### src/rtl/pow2_generator.sv
// Serial power-of-two generator: a one-hot register starts at 1 and
// shifts left once per clock until 2^exponent is reached.
module pow2_generator #(
  parameter int EXP_W = 3,
  parameter int OUT_W = 8
) (
  input  logic             clk,
  input  logic             rst_n,
  input  logic             start,
  input  logic [EXP_W-1:0] exponent,
  output logic             busy,
  output logic             done,
  output logic [OUT_W-1:0] result,
  output logic             err
);

  typedef enum logic [1:0] {
    IDLE,
    SHIFT,
    DONE
  } state_t;

  state_t           state_q;
  logic [EXP_W-1:0] count_q;
  logic [OUT_W-1:0] result_q;
  logic             err_q;
  logic             busy_q;
  logic             done_q;
  logic             illegal;

  // When OUT_W covers every encodable exponent nothing can be illegal.
  if (OUT_W >= (1 << EXP_W)) begin : g_all_legal
    assign illegal = 1'b0;
  end else begin : g_range_chk
    assign illegal = (exponent >= EXP_W'(OUT_W));
  end

  always_ff @(posedge clk or negedge rst_n) begin
    if (!rst_n) begin
      state_q  <= IDLE;
      count_q  <= '0;
      result_q <= '0;
      err_q    <= 1'b0;
      busy_q   <= 1'b0;
      done_q   <= 1'b0;
    end else begin
      done_q <= 1'b0;
      case (state_q)
        SHIFT: begin
          if (count_q != '0) begin
            result_q <= result_q << 1;
            count_q  <= count_q - EXP_W'(1);
          end else begin
            state_q <= DONE;
            busy_q  <= 1'b0;
            done_q  <= 1'b1;
          end
        end
        default: begin
          if (start) begin
            if (illegal) begin
              result_q <= '0;
              err_q    <= 1'b1;
              state_q  <= DONE;
              done_q   <= 1'b1;
            end else begin
              result_q <= OUT_W'(1);
              err_q    <= 1'b0;
              count_q  <= exponent;
              state_q  <= SHIFT;
              busy_q   <= 1'b1;
            end
          end else begin
            state_q <= IDLE;
          end
        end
      endcase
    end
  end

  assign busy   = busy_q;
  assign done   = done_q;
  assign result = result_q;
  assign err    = err_q;

endmodule

### config.mk
export PLATFORM = sky130hd
export DESIGN_NAME = pow2_generator
export DESIGN_NICKNAME = d
export VERILOG_FILES = /design/src/rtl/pow2_generator.sv
export SDC_FILE = /design/constraint.sdc
export NUM_CORES = 1
export LEC_CHECK = 0
export CORE_MARGIN = 2
export CORE_UTILIZATION = 30
export CTS_CLUSTER_SIZE = 12
export DETAILED_ROUTE_END_ITERATION = 8
export MAX_ROUTING_LAYER = met4
export PLACE_DENSITY_LB_ADDON = 0.05
export SKIP_LAST_GASP = 1
export SLEW_MARGIN = 30
export SYNTH_ARGS = -nofsm -noshare
export SYNTH_HDL_FRONTEND = slang
export SYNTH_SLANG_ARGS = --single-unit
### constraint.sdc
create_clock -name clk -period 1.8 [get_ports clk]
set_clock_uncertainty 0.15 [all_clocks]
set_input_delay 0.27 -clock clk [delete_from_list [all_inputs] [get_ports clk]]
set_output_delay 0.27 -clock clk [all_outputs]
set_load 0.05 [all_outputs]
### After elaboration in Yosys (flattened, before gate mapping)

Index checks and enable logic that the tools add are counted.

| word-level totals | value |
|---|---|
| flip-flop bits (word level) | 15 |
| bits of input ports | 6 |
| output and inout port bits | 11 |
| word-level logic and storage cells | 27 |

| operators by class | value |
|---|---|
| add/sub/neg operators | 1 |
| equal/unequal tests | 3 |
| mux-type cells | 14 |
| reductions and logical operators | 4 |

Operator list:

| cell | number |
|---|---|
| 8-bit 2-to-1 mux | 3 |
| 3-bit 2-to-1 mux | 3 |
| 1-bit 2-to-1 mux | 6 |
| 2-bit 2-to-1 mux | 2 |
| 2-bit inequality test, second input constant | 2 |
| 2-bit AND reduction | 2 |
| 3-bit nonzero test | 1 |
| 3-bit by 1-bit subtractor with 3-bit output, second input constant | 1 |
| 2-bit by 1-bit equality test with 1-bit output, second input constant | 1 |
| 2-bit nonzero test | 1 |

### Logic depth before layout (Yosys ltp)

Gate-level depths: netlist of run 1.

| logic depth | value |
|---|---|
| depth after elaboration | 3 |
| gate-level depth with buffers | 5 |
| depth with buffers taken out | 5 |

### Least setup slack after synthesis of run 1

No wires, ideal clock.

| timing | value |
|---|---|
| path type | register to register |
| from | register count_q[0] |
| to | register count_q[0] |
| library setup time | 0.124 ns |
| data arrival time | 1.270 ns |
| data required time | 1.526 ns |
| path slack | 0.256 ns |
| stages on the path, launching flop included | 6 |
| path buffers | 0 |
| period minus slack after synthesis | 1.544 ns |
| cells stage by stage | dfrtp_1 inv_1 ha_1 nor4bb_4 o21bai_4 a211o_1 |

| between the ends | value |
|---|---|
| cells in the longest elaborated chain, start to end | 3 |
| elaborated cells on any way between the ends | 6 |
| classes of those cells | 1 x add/sub; 1 x eq/ne; 2 x mux; 2 x reduce/logical |

Ends and longest elaborated chain:

| item | line | RTL |
|---|---|---|
| start, declared | 24 | `logic [EXP_W-1:0] count_q;` |
| start signal, assigned | 52 | `count_q <= count_q - EXP_W'(1);` |
| start signal, assigned | 69 | `count_q <= exponent;` |
| 3-bit by 1-bit subtractor with 3-bit output / 3-bit nonzero test (equally long branches) | 52, 50 |  |
| 3-bit 2-to-1 mux / 2-bit inequality test (equally long branches) | -- |  |
| 3-bit 2-to-1 mux / 2-bit AND reduction (equally long branches) | -- |  |

Several ways; a longest one is shown, not always the timed one. The select of a mux whose other input is x is not followed.
A chain may end at the register's enable or synchronous reset.

### Worst setup path in the final report of run 1

Ends and elaborated chain as after synthesis.

==> results.yml, run 1 <==
setup_path:
  critPathMaxFanout: 5
  reg2reg_from: "count_q[0]"
  cp.arrival_ns: 1.68
  worstRegToRegCells: 5
  endpoint_kind: "register"
  r2r_slack_ns: 0.14
  worst_r2r_endpoint: "count_q[0]"
  required_ns: 1.82
  crit_type: "register to register"
  cp-start-kind: "register"
power:
  p_sw_uw: 841
  power.total_uw: 1820
  seqPwrFrac_pct: 32.2
  power.internal_uw: 978
  p_sw_share_pct: 46.2
  combPwrFrac_pct: 57.3
  p_leak_uw: 0.000442
  max-vdd-ir-drop_uv: 771
  clockPowerShare_pct: 10.5
  powerDensity_nw_per_um2: 2060
logic_synthesis:
  yosysTopAreaCellShare_pct: 55.0
  yosys.area.top_type: "dfrtp_1"
  synth-compound-area-share_pct: 18.2
  yosys_register_bits: 15
  yosys.area_share.xor_xnor_pct: 0
  synth.avg_cell_area_sq_um: 12.9
  syn_area_sq_um: 682
  ys_seq_area_share_pct: 55.0
  ys_top_cells_by_area: "dfrtp_1, a22o_2, ha_1"
  synth_fa_ha_area_share_pct: 3.67
  netlist_instances: 53
  synth.area.mux_share_pct: 2.94
  synth_simple_gate_area_share_pct: 15.6
  synth_top_family_by_area: "compound AO/OA/AOI/OAI gates"
  synth_cell_types: 24
  synth_nets: 61
  synth_warnings: 0
detailed_routing:
  dr.first_iter.drc_count: 3
  via_per_inst: 4.63
  drt-wirelength-per-cell_um: 13.1
  drtAntennaViolNets: 0
  drc_errors: 0
  postRouteWirelength_mm: 1.33
  first_pass_iters: 4
  vias: 468
place:
  dp_cells: 96
  hpwl_um: 924
  finalWeightedCongestion: 0.710
  preCtsSetupSlack_ns: 0.113
  io_buffers: 15
layout:
  drive_gt1_share_pct: 35.6
  n_antenna_cell: 0
  design.final.nets: 82
  fillers: 228
  area_growth_pct: 29.4
  final_cells: 101
global_routing:
  grt.total_usage_pct: 11.7
  grt_pass1_vias: 484
  grt_max_degree: 16
  grt_pass1_wl_mm: 2.26
  grt_antenna_before_repair: 0
  grt.overflow.total: 0
cts:
  cts.sinks: 15
  cts_root_buf: "clkbuf_4"
  cts_tree: "done"
  worstSkewPairLatency_ns: 0.27
  cts_max_level: 1
  cts_resized: 0
  clk_pin_slew_ns: 0.09
  cts_buffer_depth: 2
  numCtsBuffers: 3
timing:
  fin_crit_ns: 1.66
  finalSetupTns_ns: 0
  hold_violations: 0
  setup_viol: 0
  fin_ws_ns: 0.141
  fin_hold_ws_ns: 0.151
  period_share_pct: 92.2
  max_freq_mhz: 603
  grt_setup_unrepaired: "no"
  maxSlewViolCount: 0
job:
  drv_cap: 0
die:
  io_pins: 17
  core_sq_um: 2170
  start_util_pct: 31.4
  die-area_sq_um: 2670
  fp.dieW_um: 51.7
  rows: 17
  die_h_um: 51.7
outcome:
  outcome: "completed"
worst_hold_path:
  hp-class: "input pin to async pin"
power by group through the flow:
stage / sequential (uW) / combinational [uW] / clock [uW]
final: 586 / 1040 / 190
after global routing: 613 / 1150 / 214
after CTS: 586 / 1030 / 201
after detailed placement: 594 / 1030 / 0
after global placement: 596 / 1030 / 0
after floorplan: 848 / 499 / 0
how the worst max path moves through the flow:
stage,startpoint,end,slack (ns),cells past startpoint
after floorplan,count_q[0],count_q[0],0.26,5
after global placement,start,count_q[0],0.11,3
after detailed placement,start,count_q[0],0.11,3
after CTS,count_q[0],count_q[1],0.12,5
after global routing,count_q[0],result[5],0.04,5
final,count_q[0],count_q[0],0.14,5
layer usage:
layer	wire [um]	vias to the layer above	GRT usage, %
li1	-	232	-
met1	611	223	16.6
met2	632	11	16.9
met3	74	2	2.01
met4	6	0	3.95
met5	0	-	-
layout by cell type (no fill, tap or decap):
cell             netlist  layout
clkbuf_4               0       3
nor2b_1                1       1
nor3b_1                1       1
nand2b_1               1       1
nor3_1                 1       1
ha_1                   2       2
nor2_2                 1       1
clkbuf_1               0       1
and3_1                 2       2
and2b_2                1       1
o21ai_0                3       3
inv_1                  4       4
a211o_1                2       2
o21bai_2               0       1
mux2i_1                2       2
nor4bb_4               1       1
a22o_1                 2       2
and4bb_2               1       1
dfrtp_1               15      15
o21bai_4               1       1
a21oi_1                1       1
a22o_2                 5       5
nor4b_1                1       1
nand2_1                2       2
buf_4                  1      12
conb_1                 1       1
clkdlybuf4s50_1        0       5
critical path, cell delays in order (launching register included):
cell      delay [ns]
dfrtp_1         0.37
inv_1           0.06
ha_1            0.23
nor4bb_4        0.17
o21bai_2        0.25
a211o_1         0.31
sequential cells by signal (all words and copies together) (netlist names):
signal	flops
busy	1
done	1
state_q	2
count_q	3
result	8
stage by stage:
stage | utilization, % | instance area (sq um)
floorplan | - | 682
global placement | 38.9 | 845
detailed placement | 38.9 | 845
CTS | 40.1 | 871
global route | 40.7 | 882
finish | 40.7 | 882
cells in the mapped netlist:
master    number
dfrtp_1       15
a22o_2         5
inv_1          4
o21ai_0        3
a211o_1        2
a22o_1         2
and3_1         2
ha_1           2
mux2i_1        2
nand2_1        2
a21oi_1        1
and2b_2        1
and4bb_2       1
buf_2          1
buf_4          1
conb_1         1
nand2b_1       1
nor2_2         1
nor2b_1        1
nor3_1         1
nor3b_1        1
nor4b_1        1
nor4bb_4       1
o21bai_4       1
area by class of cell:
cell class	instances	area [sq um]	area share [%]
Tap cell	28	35.0	3.97
Clock buffer	4	26.3	2.98
Inverter	4	15.0	1.70
Multi-Input combinational cell	33	290	32.9
Timing Repair Buffer	17	140	15.9
Sequential cell	15	375	42.6
what timing repair did:
action | in CTS | in global routing
buffers inserted | 0 | 0
setup endpoints to repair | 0 | 1
hold buffers | 0 | 0
logic make-up after synthesis:
family | after synthesis
adders and majority gates | 2
DFF | 15
AOI/OAI and AO/OA | 14
buffers and inverters | 6
muxes | 2
other | 1
and+or+nand+nor | 13
Power figures use the tool's default switching activity.
==> run 2, diff against run 1 <==
--- a/config.mk
+++ b/config.mk
@@ -5,11 +5,11 @@
 export SDC_FILE = /design/constraint.sdc
 export NUM_CORES = 1
 export LEC_CHECK = 0
+export ABC_AREA = 1
 export CORE_MARGIN = 2
 export CORE_UTILIZATION = 30
 export CTS_CLUSTER_SIZE = 12
 export DETAILED_ROUTE_END_ITERATION = 8
-export MAX_ROUTING_LAYER = met4
 export PLACE_DENSITY_LB_ADDON = 0.05
 export SKIP_LAST_GASP = 1
 export SLEW_MARGIN = 30
==> results.yml, run 2 <==
cts:
  cts_hold_buf: 0
  cts_buffer_depth: 2
  numCtsBuffers: 3
  post_cts_buffers: 0
  cts_root_buf: "clkbuf_4"
  cts.sinks: 15
  cts_resized: 0
  worstSkewPairLatency_ns: 0.28
  cts_max_level: 1
  cts_tree: "done"
  clk_pin_slew_ns: 0.09
layout:
  design.final.nets: 101
  largest_register_ffs: 8
  final_core_utilization_pct: 39.8
  drive_gt1_share_pct: 27.2
  area_growth_pct: 25.1
  final_common_cell: "dfrtp_1"
  fillers: 244
  most-common-layout-cells: "dfrtp_1, nand2_1, inv_1, buf_4, nand3_1"
  n_antenna_cell: 0
logic_synthesis:
  synth_cell_types: 15
  ys_seq_area_share_pct: 53.4
  synth.avg_cell_area_sq_um: 9.50
  synth_common_cells: "dfrtp_1, nand2_1, inv_1, nand3_1, o21ai_0"
  ys.flop_type: "dfrtp_1"
  async_reset_ff_share_pct: 100
  netlist_instances: 74
  synth_edf_count: 0
  synth_warnings: 0
  ys_top_cells_by_area: "dfrtp_1, nand2_1, nand3_1"
  yosysTopAreaCellShare_pct: 53.4
  synth_nets: 82
  synth.most_common_cell: "dfrtp_1"
  yosys.area.top_type: "dfrtp_1"
  yosys_register_bits: 15
  syn_area_sq_um: 703
setup_path:
  cp-start-kind: "register"
  crit_type: "register to register"
  crit_chain: "inv_1 -> ha_1 -> nand2_1 -> nand2_4 -> inv_1 -> nand2_1 -> o21ai_0"
  crit_path_top_delay_cell: "dfrtp_1"
  cp.arrival_ns: 1.45
  slowest_delay_ns: 0.39
  critPathMaxFanout: 13
  worstRegToRegCells: 7
  required_ns: 1.81
  endpoint_kind: "register"
global_routing:
  grt_pass1_vias: 499
  grt.total_usage_pct: 11.5
  grt.overflow.total: 0
  grt_pass1_wl_mm: 2.25
  grt_max_degree: 16
  grt_antenna_before_repair: 0
die:
  die_h_um: 52.4
  io_pins: 17
  core_sq_um: 2210
  rows: 17
  start_util_pct: 31.8
  die-area_sq_um: 2750
  fp.dieW_um: 52.4
detailed_routing:
  vias: 517
  drc_errors: 0
  drt-wirelength-per-cell_um: 10.8
  drtAntennaViolNets: 0
  postRouteWirelength_mm: 1.30
  first_pass_iters: 4
  via_per_inst: 4.31
  dr.first_iter.drc_count: 6
timing:
  fin_hold_ws_ns: 0.142
  grt_setup_unrepaired: "no"
  fin_crit_ns: 1.44
  maxSlewViolCount: 0
  setup_viol: 0
  fin_ws_ns: 0.362
  max_freq_mhz: 695
  finalSetupTns_ns: 0
  hold_violations: 0
  period_share_pct: 79.9
worst_hold_path:
  hp-class: "input pin to async pin"
place:
  io_buffers: 15
  hpwl_um: 973
  finalWeightedCongestion: 0.696
  preCtsSetupSlack_ns: 0.357
outcome:
  outcome: "completed"
job:
  drv_cap: 0
## run 2: cell count changes in the layout (fill, tap and decap cells not counted), moves of 3 or more
| cell | previous run | this run |
|---|---|---|
| nand2_1 | 2 | 14 |
| nand3_1 | 0 | 9 |
| inv_1 | 4 | 12 |
| a22o_2 | 5 | 0 |
| nand2_4 | 0 | 4 |
| o21ai_2 | 0 | 4 |
| o21ai_0 | 3 | 6 |
## run 2: area by class of cell
type | instances | area (sq um) | area share [%]
Clock buffer | 3 | 22.5 | 2.56
Timing Repair Buffer | 16 | 133 | 15.1
Sequential cell | 15 | 375 | 42.7
Clock inverter | 1 | 5.00 | 0.569
Multi-Input combinational cell | 44 | 260 | 29.6
Tap cell | 28 | 35.0 | 3.98
Inverter | 13 | 48.8 | 5.55
## run 2: routing by layer
| layer | GRT usage [%] | part of all wire [%] |
|---|---|---|
| met5 | 0 | 0 |
| met3 | 5.14 | 5.0 |
| met1 | 15.4 | 51 |
| met4 | 3.85 | 1.0 |
| met2 | 16.5 | 43 |
## run 2: final timing paths
path / to / slack (ns) / from
max in group asynchronous: count_q[0] / 1.18 / rst_n
min in group clk: busy / 0.37 / busy
worst min-delay path: state_q[0] / 0.14 / rst_n
worst min register to register: busy / 0.37 / busy
worst max register to register: result[4] / 0.36 / count_q[0]
worst max-delay path: result[4] / 0.36 / count_q[0]
## run 2: cell families (layout without fill, tap and decap cells)
group	Yosys count	count (layout)	share of synthesized area [%]
other cells	1	1	0.533
flops	15	15	53.4
compound gates	11	11	9.96
fa+ha+maj	2	2	3.56
simple gates	30	30	23.0
buf+inv	15	33	9.61
## run 2: stage by stage
step | std cells | instance area (sq um)
final | 120 | 880
after global routing | 120 | 880
after global placement | 116 | 852
after floorplan | 74 | 703
after CTS | 120 | 880
after detailed placement | 116 | 852
## run 2: worst max-delay path, delay by kind of cell (launching register included)
kind | cells | cell delay, ns
AO/OA/AOI/OAI | 1 | 0.07
adder cells (fa/ha/maj) | 1 | 0.14
buffers and inverters | 2 | 0.19
flip-flops | 1 | 0.39
AND/OR/NAND/NOR | 3 | 0.38
Power of run 2 is not shown: default switching activity piles up to over one toggle a cycle in this logic, so the estimate is an artifact.
